## config.mk

```make
export PLATFORM = sky130hd
export DESIGN_NAME = bfu_r2_stream
export DESIGN_NICKNAME = d
export VERILOG_FILES = /design/src/rtl/bfu_r2_stream.sv
export SDC_FILE = /design/constraint.sdc
export NUM_CORES = 2
export LEC_CHECK = 0
export CORE_ASPECT_RATIO = 1.75
export CORE_MARGIN = 4
export CORE_UTILIZATION = 28
export DETAILED_ROUTE_END_ITERATION = 10
export GPL_ROUTABILITY_DRIVEN = 0
export HOLD_SLACK_MARGIN = 0.08
export PLACE_DENSITY = 0.52
export RECOVER_POWER = 100
export SLEW_MARGIN = 10
export SYNTH_ARGS = -nofsm -noshare
export SYNTH_HDL_FRONTEND = slang
export SYNTH_SLANG_ARGS = --single-unit
```

## constraint.sdc

```tcl
create_clock -name clk -period 14.5 [get_ports clk]
set_input_delay 1.45 -clock clk [delete_from_list [all_inputs] [get_ports clk]]
set_output_delay 1.45 -clock clk [all_outputs]
set_load 0.005 [all_outputs]
```

## src/rtl/bfu_r2_stream.sv

```systemverilog
// Radix-2 FFT butterfly (DIT/DIF per item) with valid/ready streaming.
// Four register stages: capture, pre-add, complex multiply, post-add/scale/saturate.
module bfu_r2_stream #(
  parameter int DATA_W  = 16,
  parameter int TW_W    = 16,
  parameter int TW_FRAC = 14,
  parameter int TAG_W   = 8,
  parameter int ROUND   = 1,
  parameter int SAT     = 1
) (
  input  logic                     clk,
  input  logic                     rst_n,
  input  logic                     in_valid,
  output logic                     in_ready,
  input  logic signed [DATA_W-1:0] in_a_r,
  input  logic signed [DATA_W-1:0] in_a_i,
  input  logic signed [DATA_W-1:0] in_b_r,
  input  logic signed [DATA_W-1:0] in_b_i,
  input  logic signed [TW_W-1:0]   in_w_r,
  input  logic signed [TW_W-1:0]   in_w_i,
  input  logic                     in_mode,
  input  logic                     in_scale,
  input  logic [TAG_W-1:0]         in_tag,
  output logic                     out_valid,
  input  logic                     out_ready,
  output logic signed [DATA_W-1:0] out_a_r,
  output logic signed [DATA_W-1:0] out_a_i,
  output logic signed [DATA_W-1:0] out_b_r,
  output logic signed [DATA_W-1:0] out_b_i,
  output logic [TAG_W-1:0]         out_tag,
  output logic                     out_ovf,
  output logic                     ovf_sticky,
  input  logic                     clr_ovf
);
  localparam int STAGES = 4;
  localparam int XW = DATA_W + 1;
  localparam int PW = DATA_W + TW_W + 2;
  localparam int SW = PW - TW_FRAC + 1;
  localparam logic signed [PW-1:0] RND_P = (ROUND != 0) ? (PW'(1) << (TW_FRAC - 1)) : PW'(0);
  localparam logic signed [SW-1:0] RND_S = (ROUND != 0) ? SW'(1) : SW'(0);
  localparam logic signed [SW-1:0] MAXV  = {{(SW-DATA_W+1){1'b0}}, {(DATA_W-1){1'b1}}};
  localparam logic signed [SW-1:0] MINV  = ~MAXV;

  typedef struct packed {
    logic signed [DATA_W-1:0] a_r, a_i, b_r, b_i;
    logic signed [TW_W-1:0]   w_r, w_i;
    logic                     mode, scale;
    logic [TAG_W-1:0]         tag;
  } s1_t;

  typedef struct packed {
    logic signed [XW-1:0]   a_r, a_i, x_r, x_i;
    logic signed [TW_W-1:0] w_r, w_i;
    logic                   mode, scale;
    logic [TAG_W-1:0]       tag;
  } s2_t;

  typedef struct packed {
    logic signed [XW-1:0] a_r, a_i;
    logic signed [PW-1:0] p_r, p_i;
    logic                 mode, scale;
    logic [TAG_W-1:0]     tag;
  } s3_t;

  function automatic logic signed [XW-1:0] sx(input logic signed [DATA_W-1:0] v);
    return {v[DATA_W-1], v};
  endfunction

  // Optional halving, then range check; returns {ovf, clamped-or-wrapped value}.
  function automatic logic [DATA_W:0] post(input logic signed [SW-1:0] v, input logic sc);
    logic signed [SW-1:0] s;
    logic                 ov;
    logic [DATA_W-1:0]    o;
    s  = sc ? ((v + RND_S) >>> 1) : v;
    ov = (s > MAXV) || (s < MINV);
    o  = s[DATA_W-1:0];
    if (ov && SAT != 0) o = s[SW-1] ? MINV[DATA_W-1:0] : MAXV[DATA_W-1:0];
    return {ov, o};
  endfunction

  logic [STAGES:1] vld_pipe;
  logic            advance;
  s1_t             s1;
  s2_t             s2, s2_n;
  s3_t             s3, s3_n;
  logic signed [SW-1:0] t_r, t_i, a_r4, a_i4, ra_r, ra_i, rb_r, rb_i;
  logic [DATA_W:0]      q_ar, q_ai, q_br, q_bi;

  assign advance   = !vld_pipe[STAGES] || out_ready;
  assign in_ready  = advance;
  assign out_valid = vld_pipe[STAGES];

  always_ff @(posedge clk or negedge rst_n) begin
    if (!rst_n)       vld_pipe <= '0;
    else if (advance) vld_pipe <= {vld_pipe[STAGES-1:1], in_valid};
  end

  always_ff @(posedge clk or negedge rst_n) begin
    if (!rst_n) begin
      s1 <= '0;
      s2 <= '0;
      s3 <= '0;
    end else if (advance) begin
      s1 <= '{a_r: in_a_r, a_i: in_a_i, b_r: in_b_r, b_i: in_b_i, w_r: in_w_r, w_i: in_w_i,
              mode: in_mode, scale: in_scale, tag: in_tag};
      s2 <= s2_n;
      s3 <= s3_n;
    end
  end

  // DIF forms A+B / A-B before the multiply; DIT multiplies B directly.
  always_comb begin
    s2_n.w_r   = s1.w_r;
    s2_n.w_i   = s1.w_i;
    s2_n.mode  = s1.mode;
    s2_n.scale = s1.scale;
    s2_n.tag   = s1.tag;
    if (s1.mode) begin
      s2_n.a_r = sx(s1.a_r) + sx(s1.b_r);
      s2_n.a_i = sx(s1.a_i) + sx(s1.b_i);
      s2_n.x_r = sx(s1.a_r) - sx(s1.b_r);
      s2_n.x_i = sx(s1.a_i) - sx(s1.b_i);
    end else begin
      s2_n.a_r = sx(s1.a_r);
      s2_n.a_i = sx(s1.a_i);
      s2_n.x_r = sx(s1.b_r);
      s2_n.x_i = sx(s1.b_i);
    end
  end

  always_comb begin
    s3_n.a_r   = s2.a_r;
    s3_n.a_i   = s2.a_i;
    s3_n.mode  = s2.mode;
    s3_n.scale = s2.scale;
    s3_n.tag   = s2.tag;
    s3_n.p_r   = PW'(s2.x_r) * PW'(s2.w_r) - PW'(s2.x_i) * PW'(s2.w_i);
    s3_n.p_i   = PW'(s2.x_r) * PW'(s2.w_i) + PW'(s2.x_i) * PW'(s2.w_r);
  end

  always_comb begin
    t_r  = SW'((s3.p_r + RND_P) >>> TW_FRAC);
    t_i  = SW'((s3.p_i + RND_P) >>> TW_FRAC);
    a_r4 = SW'(s3.a_r);
    a_i4 = SW'(s3.a_i);
    if (s3.mode) begin
      ra_r = a_r4;
      ra_i = a_i4;
      rb_r = t_r;
      rb_i = t_i;
    end else begin
      ra_r = a_r4 + t_r;
      ra_i = a_i4 + t_i;
      rb_r = a_r4 - t_r;
      rb_i = a_i4 - t_i;
    end
    q_ar = post(ra_r, s3.scale);
    q_ai = post(ra_i, s3.scale);
    q_br = post(rb_r, s3.scale);
    q_bi = post(rb_i, s3.scale);
  end

  always_ff @(posedge clk or negedge rst_n) begin
    if (!rst_n) begin
      out_a_r <= '0;
      out_a_i <= '0;
      out_b_r <= '0;
      out_b_i <= '0;
      out_tag <= '0;
      out_ovf <= 1'b0;
    end else if (advance) begin
      out_a_r <= q_ar[DATA_W-1:0];
      out_a_i <= q_ai[DATA_W-1:0];
      out_b_r <= q_br[DATA_W-1:0];
      out_b_i <= q_bi[DATA_W-1:0];
      out_tag <= s3.tag;
      out_ovf <= q_ar[DATA_W] | q_ai[DATA_W] | q_br[DATA_W] | q_bi[DATA_W];
    end
  end

  // Set has priority over clear so an overflow in the clearing cycle is not lost.
  always_ff @(posedge clk or negedge rst_n) begin
    if (!rst_n)                                ovf_sticky <= 1'b0;
    else if (out_valid && out_ready && out_ovf) ovf_sticky <= 1'b1;
    else if (clr_ovf)                          ovf_sticky <= 1'b0;
  end
endmodule

```

==> flow_summary.toml <==
[sta]
finalSetupViolations = 0
tightest_slew_ps = 7270
post-route-period-util_pct = 70.4
drv_slew = 839
hold_violations = 0
rsz0062_at_grt = "false"
setup_tns_ps = 0
relSlewSlack_pct = -384
fin_worst_skew_ps = 38.3
max_freq_mhz = 98.0
layout_min_cycle_time_ps = 10210

[run]
drv_cap = 12

[placed_design]
dp_hpwl_um = 175000
port_buffers = 186

[floorplanning]
core_um2 = 242000
placementRows = 239
die_area_um2 = 251000
die_height_um = 660
ios = 187
die_w_um = 380
initial_core_util_pct = 28.1

[synth]
synth_warnings = 0
ys_ff_latch = 380
synth-edff-count = 0
synth_nets = 9515
synth_top_area_share_pct = 36.5
syn_area_per_cell_um2 = 8.82
ys_types = 110
synth_area_um2 = 67900
synth-main-ff-cell = "dfrtp_1"
netlist_instances = 7702
yosys.area.top_type = "fa_1"
async_reset_ff_share_pct = 100
yosysSeqAreaShare_pct = 14.0
synthTopCellsByArea = "fa_1 (37%), dfrtp_1 (14%), ha_1 (8.5%)"

[final_layout]
final_common_cell = "inv_1"
drive_above_1_share_pct = 3.16
fin_nets = 9431
mostFrequentLayoutCells = "inv_1 (1485), nand2_1 (1267), fa_1 (1240)"
syn_to_final_growth_pct = 9.46

[global_route]
grt_pass1_wl_um = 343000
grt_remaining_overflow = 0
grt_usage_pct = 17.7
antenna_found_initial = 12
grt_pass1_vias = 58100
grt_max_degree = 182

[clock_network]
clock-root-buffer = "clkbuf_16"
cts_tree = "yes"
clk_pin_slew_ps = 70
cts_hold_buf = 0
cts_sinks = 380
cts_max_level = 2
cts_inserted_buffers = 47
cts_resized = 0
post_cts_buffers = 0
clock_path_buffers = 3
clock_latency_ps = 670

[critical_path]
worstPathArrival_ps = 10690
crit_required_ps = 14990
worstSetupStartpointType = "primary input"
crit_fanout = 115
cp-end-kind = "flip-flop"
critPathKind = "in -> reg"

[route]
vias = 52400
wl_per_cell_um = 20.4
first_iter_violations = 3159
wirelength_um = 220000
first_pass_iters = 7
ant_nets = 0
drc = 0
detail_route.vias_per_cell = 4.86

[status]
status = "finished with violations"
violations = "max-capacitance violations, max-slew violations"

[worst_hold_path]
hold_path.class = "reg -> reg"
## final timing paths
path	startpoint	endpoint	slack [ps]	cells past startpoint
max in group asynchronous	rst_n	s2[80]$_DFFE_PN0P_	4840	3
worst max register to register	s2[58]$_DFFE_PN0P_	s3[75]$_DFFE_PN0P_	4580	30
worst max-delay path	out_ready	s2[90]$_DFFE_PN0P_	4290	8
min in group asynchronous	rst_n	s1[98]$_DFFE_PN0P_	2400	1
worst min register to register	s1[32]$_DFFE_PN0P_	s2[32]$_DFFE_PN0P_	460	2
worst min-delay path	s1[32]$_DFFE_PN0P_	s2[32]$_DFFE_PN0P_	460	2
## synth_stat cells, drive strengths merged (10+ instances only)
cell type,instances
o22ai,11
a221oi,13
a21o,49
inv,1492
a32oi,10
xnor2,119
fa,1240
nand3,85
o31ai,48
buf,66
o21bai,32
nor2b,63
o21a,46
and2,543
dfrtp,380
o21ai,231
or4,10
xor2,62
and3,44
nor2,251
a31oi,30
nand2b,57
nor3,101
o31a,16
a211o,16
o22a,17
a2111o,10
a21oi,227
o211ai,47
or2,13
nand4,30
mux2i,35
clkbuf,333
or3,26
a211oi,26
nand2,1267
nor4,17
o311ai,11
a21boi,14
ha,462
## routing by layer
layer / vias to the layer above / global-route usage, % / part of all wire [%]
met2: 1304 / 34.0 / 54
li1: 23500 / - / -
met4: 2 / 9.87 / 6.7
met5: - / 0 / 0.0059
met1: 27100 / 19.0 / 36
met3: 462 / 1.48 / 3.5
## cell families after synthesis
group           Yosys count  synth area share (%)
compound gates          954                  9.49
xor+xnor                181                  2.33
fa+ha+maj              1702                  45.1
buf+inv                1891                  10.6
flops                   380                  14.0
mux                      44                 0.665
simple gates           2550                  17.9
## through the flow
step / setup slack, ps / instances / util (%) / hold slack [ps] / cell area (um2)
6_report: 4290 / 10800 / 30.7 / 465 / 74300
5_1_grt: 3090 / 10800 / 30.7 / 480 / 74300
4_1_cts: 5580 / 10800 / 30.8 / 470 / 74400
3_5_place_dp: 5600 / 10700 / 30.1 / 455 / 72800
3_3_place_gp: 5600 / 10700 / 30.1 / 449 / 72800
2_1_floorplan: 6030 / 7702 / - / 430 / 67900
## registers in the layout, indices dropped and copies added (netlist names)
signal,count
s3,52
out_ovf,1
s1,106
s2,110
out_b_r,16
a_r4,17
out_a_i,16
a_i4,17
out_tag,8
ovf_sticky,1
vld_pipe,4
out_b_i,16
out_a_r,16
## critical path, cell delays in order
cell	delay (ps)
dlygate4sd3_1	550
nor2b_1	1120
clkinvlp_2	3490
clkbuf_1	1510
clkbuf_1	1490
and3_1	720
a21oi_1	110
o21ai_0	160
## area by class of cell
cell class | instances | area (um2)
antenna | 3 | 7.51
clock buffer | 53 | 1210
clock inverter | 33 | 412
fill | 25500 | 168000
inverter | 1492 | 5600
multi-input combinational | 5431 | 51200
sequential | 380 | 9530
tap | 3133 | 3920
timing repair buffer | 266 | 2460
Power is not shown: default switching activity piles up to over one toggle a cycle in this logic, so the estimate is an artifact.
